**src/rtl/flit_rx_monitor.sv**
```systemverilog
// Receive-side monitor for the adder characterization link: checks packet framing
// and the data-pattern sequence, and accumulates toggle/utilization statistics.
module flit_rx_monitor #(
  parameter int N       = 9,
  parameter int PAYLOAD = 20,
  parameter int CNT_W   = 32
) (
  input  logic             clk,
  input  logic             rst,
  input  logic             flit_valid,
  input  logic [N-1:0]     input1,
  input  logic [N-1:0]     input2,
  output logic             pkt_done,
  output logic             len_err,
  output logic             seq_err,
  output logic             busy,
  output logic [CNT_W-1:0] pkt_count,
  output logic [CNT_W-1:0] flit_count,
  output logic [CNT_W-1:0] err_count,
  output logic [CNT_W-1:0] short_count,
  output logic [CNT_W-1:0] toggle_count,
  output logic [CNT_W-1:0] cycle_count
);

  localparam int  W        = 2 * N;
  localparam int  BEAT_W   = $clog2(PAYLOAD + 1);
  localparam int  PC_W     = $clog2(W + 1);
  localparam bit  CHECK_EN = (W == 18);

  typedef enum logic {IDLE, RECV} state_t;

  state_t              state_q, state_d;
  logic [BEAT_W-1:0]   beat_q, beat_d, cur_beat;
  logic [3:0]          pat_q, pat_d, cur_pat;
  logic [W-1:0]        prev_link_q, link;
  logic                pkt_done_q, pkt_done_d;
  logic                len_err_q, len_err_d;
  logic                seq_err_q, seq_err_d;
  logic                accept;
  logic [CNT_W-1:0]    pkt_cnt_q, flit_cnt_q, err_cnt_q, short_cnt_q, tog_cnt_q, cyc_cnt_q;

  function automatic logic [17:0] pattern(input logic [3:0] idx);
    case (idx)
      4'd0:    return 18'h3FC00;
      4'd1:    return 18'h3FFFC;
      4'd2:    return 18'h00FFF;
      4'd3:    return 18'h0000F;
      4'd4:    return 18'h3C000;
      4'd5:    return 18'h3FFC0;
      4'd6:    return 18'h0FFFF;
      4'd7:    return 18'h000FF;
      default: return 18'h00000;
    endcase
  endfunction

  function automatic logic [PC_W-1:0] popcount(input logic [W-1:0] x);
    logic [PC_W-1:0] c;
    c = '0;
    for (int i = 0; i < W; i++) c = c + PC_W'(x[i]);
    return c;
  endfunction

  // Counters stick at all-ones rather than wrapping.
  function automatic logic [CNT_W-1:0] sat_add(input logic [CNT_W-1:0] a,
                                               input logic [CNT_W-1:0] b);
    logic [CNT_W:0] s;
    s = {1'b0, a} + {1'b0, b};
    return s[CNT_W] ? '1 : s[CNT_W-1:0];
  endfunction

  assign link = {input2, input1};

  always_comb begin
    // NOTE: every comb output gets a default first so no path can infer a latch.
    state_d    = state_q;
    beat_d     = beat_q;
    pat_d      = pat_q;
    pkt_done_d = 1'b0;
    len_err_d  = 1'b0;
    seq_err_d  = 1'b0;
    accept     = flit_valid;
    // A flit arriving in IDLE is always beat 0 of a new packet.
    cur_beat   = (state_q == IDLE) ? '0 : beat_q;
    cur_pat    = (state_q == IDLE) ? '0 : pat_q;

    if (accept) begin
      seq_err_d = CHECK_EN && (link != W'(pattern(cur_pat)));
      if (cur_beat == BEAT_W'(PAYLOAD - 1)) begin
        pkt_done_d = 1'b1;
        state_d    = IDLE;
        beat_d     = '0;
        pat_d      = '0;
      end else begin
        state_d = RECV;
        beat_d  = cur_beat + BEAT_W'(1);
        pat_d   = (cur_pat == 4'd8) ? 4'd0 : cur_pat + 4'd1;
      end
    end else if (state_q == RECV) begin
      len_err_d = 1'b1;
      state_d   = IDLE;
      beat_d    = '0;
      pat_d     = '0;
    end
  end

  always_ff @(posedge clk) begin
    // NOTE: sequential state uses non-blocking assignments so every register
    // samples the pre-edge values regardless of statement order.
    if (rst) begin
      state_q     <= IDLE;
      beat_q      <= '0;
      pat_q       <= '0;
      prev_link_q <= '0;
      pkt_done_q  <= 1'b0;
      len_err_q   <= 1'b0;
      seq_err_q   <= 1'b0;
      pkt_cnt_q   <= '0;
      flit_cnt_q  <= '0;
      err_cnt_q   <= '0;
      short_cnt_q <= '0;
      tog_cnt_q   <= '0;
      cyc_cnt_q   <= '0;
    end else begin
      state_q     <= state_d;
      beat_q      <= beat_d;
      pat_q       <= pat_d;
      prev_link_q <= link;
      pkt_done_q  <= pkt_done_d;
      len_err_q   <= len_err_d;
      seq_err_q   <= seq_err_d;
      cyc_cnt_q   <= sat_add(cyc_cnt_q, CNT_W'(1));
      tog_cnt_q   <= sat_add(tog_cnt_q, CNT_W'(popcount(link ^ prev_link_q)));
      if (accept)     flit_cnt_q  <= sat_add(flit_cnt_q, CNT_W'(1));
      if (pkt_done_d) pkt_cnt_q   <= sat_add(pkt_cnt_q, CNT_W'(1));
      if (seq_err_d)  err_cnt_q   <= sat_add(err_cnt_q, CNT_W'(1));
      if (len_err_d)  short_cnt_q <= sat_add(short_cnt_q, CNT_W'(1));
    end
  end

  assign pkt_done     = pkt_done_q;
  assign len_err      = len_err_q;
  assign seq_err      = seq_err_q;
  assign busy         = (state_q == RECV);
  assign pkt_count    = pkt_cnt_q;
  assign flit_count   = flit_cnt_q;
  assign err_count    = err_cnt_q;
  assign short_count  = short_cnt_q;
  assign toggle_count = tog_cnt_q;
  assign cycle_count  = cyc_cnt_q;

endmodule

```
**config.mk**
```make
export PLATFORM = sky130hd
export DESIGN_NAME = flit_rx_monitor
export DESIGN_NICKNAME = d
export VERILOG_FILES = /design/src/rtl/flit_rx_monitor.sv
export SDC_FILE = /design/constraint.sdc
export NUM_CORES = 1
export LEC_CHECK = 0
export ABC_AREA = 1
export BUFFER_PORTS_ARGS = -buffer_cell sky130_fd_sc_hd__buf_4
export CORE_ASPECT_RATIO = 1.5
export CORE_MARGIN = 8
export CORE_UTILIZATION = 50
export CTS_BUF_LIST = sky130_fd_sc_hd__clkbuf_8 sky130_fd_sc_hd__clkbuf_16
export CTS_CLUSTER_DIAMETER = 50
export DETAILED_ROUTE_END_ITERATION = 8
export PLACE_DENSITY = 0.78
export SLEW_MARGIN = 20
export SYNTH_ARGS = -nofsm -noshare
export SYNTH_HDL_FRONTEND = slang
export SYNTH_SLANG_ARGS = --single-unit
```
**constraint.sdc**
```tcl
create_clock -name clk -period 10.35 [get_ports clk]
set_input_delay 0 -clock clk [delete_from_list [all_inputs] [get_ports clk]]
set_output_delay 0 -clock clk [all_outputs]
set_load 0.1 [all_outputs]
```
# --- After elaboration in Yosys (flattened, before gate mapping) ---
# Memories as Yosys holds them, arrays and structs flattened.
# Cells that the tools add are included.
classes:
  n_addsub: 25
  n_eq_ne: 3
  mux: 23
  bitwise_logic: 2
  reduce_logical: 2
ops:
  columns: ["op", "count"]
  rows:
  - ["$mux W32", 6]
  - ["$add A32 B1 Y33 const B", 5]
  - ["$add A5 B1 Y5", 13]
  - ["$mux W18", 2]
  - ["$add A32 B5 Y33", 1]
  - ["$mux W4", 5]
  - ["$mux W5", 4]
  - ["$ne A18 B18 Y1", 1]
  - ["$xor A18 B18 Y18", 1]
  - ["$mux W1", 6]
  - ["$add A4 B1 Y5", 1]
  - ["$add A5 B1 Y5 const B", 1]
  - ["$eq A5 B5 Y1 const B", 1]
  - ["$add A3 B1 Y4", 1]
  - ["$add A4 B1 Y4 const B", 1]
  - ["$eq A4 B4 Y1 const B", 1]
  - ["$add A2 B1 Y3", 1]
  - ["$add A1 B1 Y2", 1]
  - ["$reduce_bool A2 Y1", 1]
  - ["$reduce_or A2 Y1", 1]
  - ["$not A1 Y1", 1]
totals:
  register_bits: 223
  rom_bits: 144
  inputBits: 21
  output_inout_bits: 196
  elab_cells: 69
  mem_count: 1
memory_table:
  columns: ["memory", "words", "width", "rd", "rd_ports_with_merged_regs", "write_ports", "line", "source"]
  rows:
  - ["(no name shown)", 8, 18, 1, 0, 0, "43", "case (idx)"]

# --- Longest topological paths before layout ---
logic_depth:
  word_depth: 20
  ltp_mapped: 21
  depth_no_buf: 21

# --- Least setup slack after synthesis ---
# Ideal clock, no wire load.
synth_timing:
  path_type: "register to register"
  from: "register tog_cnt_q[0] (netlist: toggle_count[0])"
  to: "register tog_cnt_q[18] (netlist: toggle_count[18])"
  setup_time_ns: 0.110
  arrival_time_ns: 5.446
  required_time_ns: 10.240
  path_slack_ns: 4.794
  path_stages_with_launch: 19
  path_buffers: 1
  period_less_slack_ns: 5.556
  path_cell_list: "dfxtp_1 -> fa_1 -> fa_1 -> fa_1 -> inv_1 -> fa_1 -> fa_1 -> fa_1 -> inv_1 -> fa_1 -> nand3_1 -> nand3_1 -> a21oi_2 -> nor2_1 -> nand3_1 -> buf_2 -> o21ai_0 -> nand2_1 -> inv_1"
synth_between:
  elab_chain_len: 2
synth_lines:
  columns: ["item", "line", "source"]
  rows:
  - ["start: declaration", "40", "logic [CNT_W-1:0] pkt_cnt_q, flit_cnt_q, err_cnt_q, short_cnt_q, tog_cnt_q, cyc_cnt_q;"]
  - ["start signal: assignment", "132", "tog_cnt_q <= sat_add(tog_cnt_q, CNT_W'(popcount(link ^ prev_link_q)));"]
  - ["$add A32 B5 Y33", "67", "s = {1'b0, a} + {1'b0, b};"]
  - ["$mux W32", "68", "return s[CNT_W] ? '1 : s[CNT_W-1:0];"]
# Every way passes these cells.
# A chain may end at the register's enable or synchronous reset.

# --- Final worst setup path ---
layout_timing:
  from: "register prev_link_q[6]"
  to: "register tog_cnt_q[18] (netlist: toggle_count[18])"
layout_between:
  elab_chain_len: 15
layout_lines:
  columns: ["item", "line", "source"]
  rows:
  - ["start: declaration", "35", "logic [W-1:0] prev_link_q, link;"]
  - ["start signal: assignment", "127", "prev_link_q <= link;"]
  - ["$xor A18 B18 Y18", "132", null]
  - ["$add A5 B1 Y5 (12 in series)", "59", "for (int i = 0; i < W; i++) c = c + PC_W'(x[i]);"]
  - ["$add A32 B5 Y33", "67", null]
  - ["$mux W32", "68", null]
# Every way passes these cells.

==> impl_metrics.toml <==
[routing]
via_count = 14732
wl_per_cell_um = 15.5
viasPerCell = 5.37
wl_um = 42500
ant_nets = 0
route.detailed.drc = 0
drtIter0Drc = 860
dr.pass1.iters = 5

[placed_design]
dp_hpwl_um = 31600
port-buffer-count = 216
routabilityCongestion = 0.965

[sta]
worstMarginPinSlew_ps = 1100
max-slew-margin-rel = 0.266
setup_violations = 0
skew_ps = 12.0
maxSlewViolCount = 0
grt_setup_unrepaired = "false"
hold_violations = 0
period_needed_ps = 5910
finalCritPeriodShare = 0.571
fmax_mhz = 169
setup_tns_ps = 0

[critical_path]
cp_common_cell = "fa_1"
cp-end-kind = "flip-flop"
cp_max_fo = 25
start_kind = "flip-flop"
max_stage_delay_ps = 840
crit_slowest_cell = "nand3_1"
crit_required_ps = 10780
crit_chain = "xor2_1, fa_1, fa_1, fa_1, inv_1, fa_1, fa_1, fa_1, inv_1, fa_1, nand3_1, nand3_1, a21oi_2, nor2_1, nand3_1, o21ai_0, nand2_1, inv_1"
path_class = "flip-flop to flip-flop"
cp.arrival_ps = 6340

[synth]
synth.ff_latch_count = 223
synth_area_per_cell_um2 = 6.39
synth_area_mm2 = 0.0139
yosys_warnings = 0
async_reset_ff_frac = 0
yosysTopAreaCellShare = 0.322
synth.distinct_cells = 48
synth_largest_area_cell = "dfxtp_1"
synthFlopType = "dfxtp_1"
ys_top_cells_by_count = "nand2_1, nor2_1, inv_1"
yosysSeqAreaShare = 0.322
synth_edf_count = 0
synthTopCellsByArea = "dfxtp_1, nand2_1, nor2_1"
syn_inst = 2169
yosysMostFrequentCell = "nand2_1"
syn-num-nets = 2224

[clock_tree]
clock_sinks = 223
hold_buffers = 21
cts_tree = "done"
clkSlewWorstSetupHoldPaths_ps = 60
cts-root-buf = "clkbuf_16"
cts_buffers = 27
htreeDepth = 1
post-cts-setup-buffers = 0
clockBufferDepth = 3
clk_latency_ps = 530
cts_resized = 0

[die]
start_util = 0.509
die_h_um = 220
die_x_um = 152
rows = 74
core_mm2 = 0.0272
die-area_mm2 = 0.0334
num_io_pins = 217

[grt]
grt_overflow = 0
grt_max_degree = 86
antenna_found_initial = 0
grt_pass1_vias = 14371
track_usage = 0.244
grt_pass1_wl_um = 69100

[power]
peakVddDrop_v = 0.000232
static-leakage-power_uw = 0.00762
power_density_mw_per_mm2 = 153

[layout]
drive_gt1_frac = 0.135
nets = 2439
utilization = 0.613
area.growth.synth_to_final_pct = 20.5
antennaDiodeCount = 0

[run_status]
status = "complete, no violations"

[flow_run]
cap_violations = 0

[hold_path]
hold_path.class = "input port to flip-flop"
state kept, by name (all words and copies together) (netlist names), 5 cells and up:
name / count
beat_q: 5
cycle_count: 32
err_count: 32
flit_count: 32
pkt_count: 32
prev_link_q: 18
short_count: 32
toggle_count: 32
power breakdown:
group	internal [µW]	switching (µW)	leakage [µW]
sequential	888	26.5	0.00181
combinational	268	457	0.00538
clock	528	383	0.000432
worst paths after layout:
path,from,to,slack [ps],cells past startpoint
hold / removal,input2[7],prev_link_q[16],250,4
setup / recovery,prev_link_q[6],toggle_count[18],4440,18
hold reg to reg,beat_q[1],beat_q[1],490,2
setup reg to reg,prev_link_q[6],toggle_count[18],4440,18
layer usage:
layer	vias to the layer above	wire (µm)	track usage
li1	7320	-	-
met1	6739	16200	0.253
met2	532	21800	0.459
met3	141	2440	0.0371
met4	0	2100	0.142
met5	-	0	0
cell type report:
cell class,count,area (µm²)
clock buffer,31,731
clock inverter,14,110
fill,2588,10500
inverter,272,1020
multi-input combinational,1621,8100
sequential,223,4460
tap,342,428
timing repair buffer,239,1850
cell families after synthesis:
| group | count (synthesis) | share of synthesized area |
|---|---|---|
| simple gates | 1305 | 0.411 |
| buf+inv | 325 | 0.0936 |
| flops | 223 | 0.322 |
| compound gates | 182 | 0.0719 |
| xor+xnor | 100 | 0.0632 |
| fa+ha+maj | 34 | 0.0377 |
critical path: cells and delay by family (launching register included):
kind	cells	cell delay [ps]
AOI/OAI and AO/OA	2	570
xor gates and xnor gates	1	230
adders and majority gates	7	3190
buffers and inverters	3	160
DFF	1	330
and+or+nand+nor	5	1310
placed cells by master, fill, tap and decap left out, types with 6 or more instances in the layout:
cell,synthesis,final
nand2_1,634,633
nor2_1,294,294
inv_1,267,271
dfxtp_1,223,223
buf_4,2,218
nand3_1,164,164
a21oi_1,103,103
xor2_1,62,62
nor3_1,61,61
nand4_1,52,52
o21ai_0,48,48
xnor2_1,38,38
nand3b_1,33,33
clkbuf_16,0,27
ha_1,21,21
dlygate4sd3_1,0,21
or2_2,19,19
fa_1,13,13
nor4_1,11,11
a21oi_2,11,11
nor2_2,8,8
nand2_2,5,6
nand2_4,6,6
nor2_4,6,6
stage by stage:
step | hold slack [ps] | total power (µW) | area (µm²) | setup slack (ps) | instances
final | 247 | 2550 | 16700 | 4440 | 2742
after global routing | 257 | 2690 | 16700 | 3940 | 2742
after CTS | 227 | 2580 | 16700 | 4450 | 2742
after detailed placement | 247 | 1640 | 15600 | 4470 | 2676
after global placement | 237 | 1620 | 15600 | 4550 | 2676
after floorplan | 107 | 1490 | 13900 | 4790 | 2169
Power figures use the tool's default switching activity.
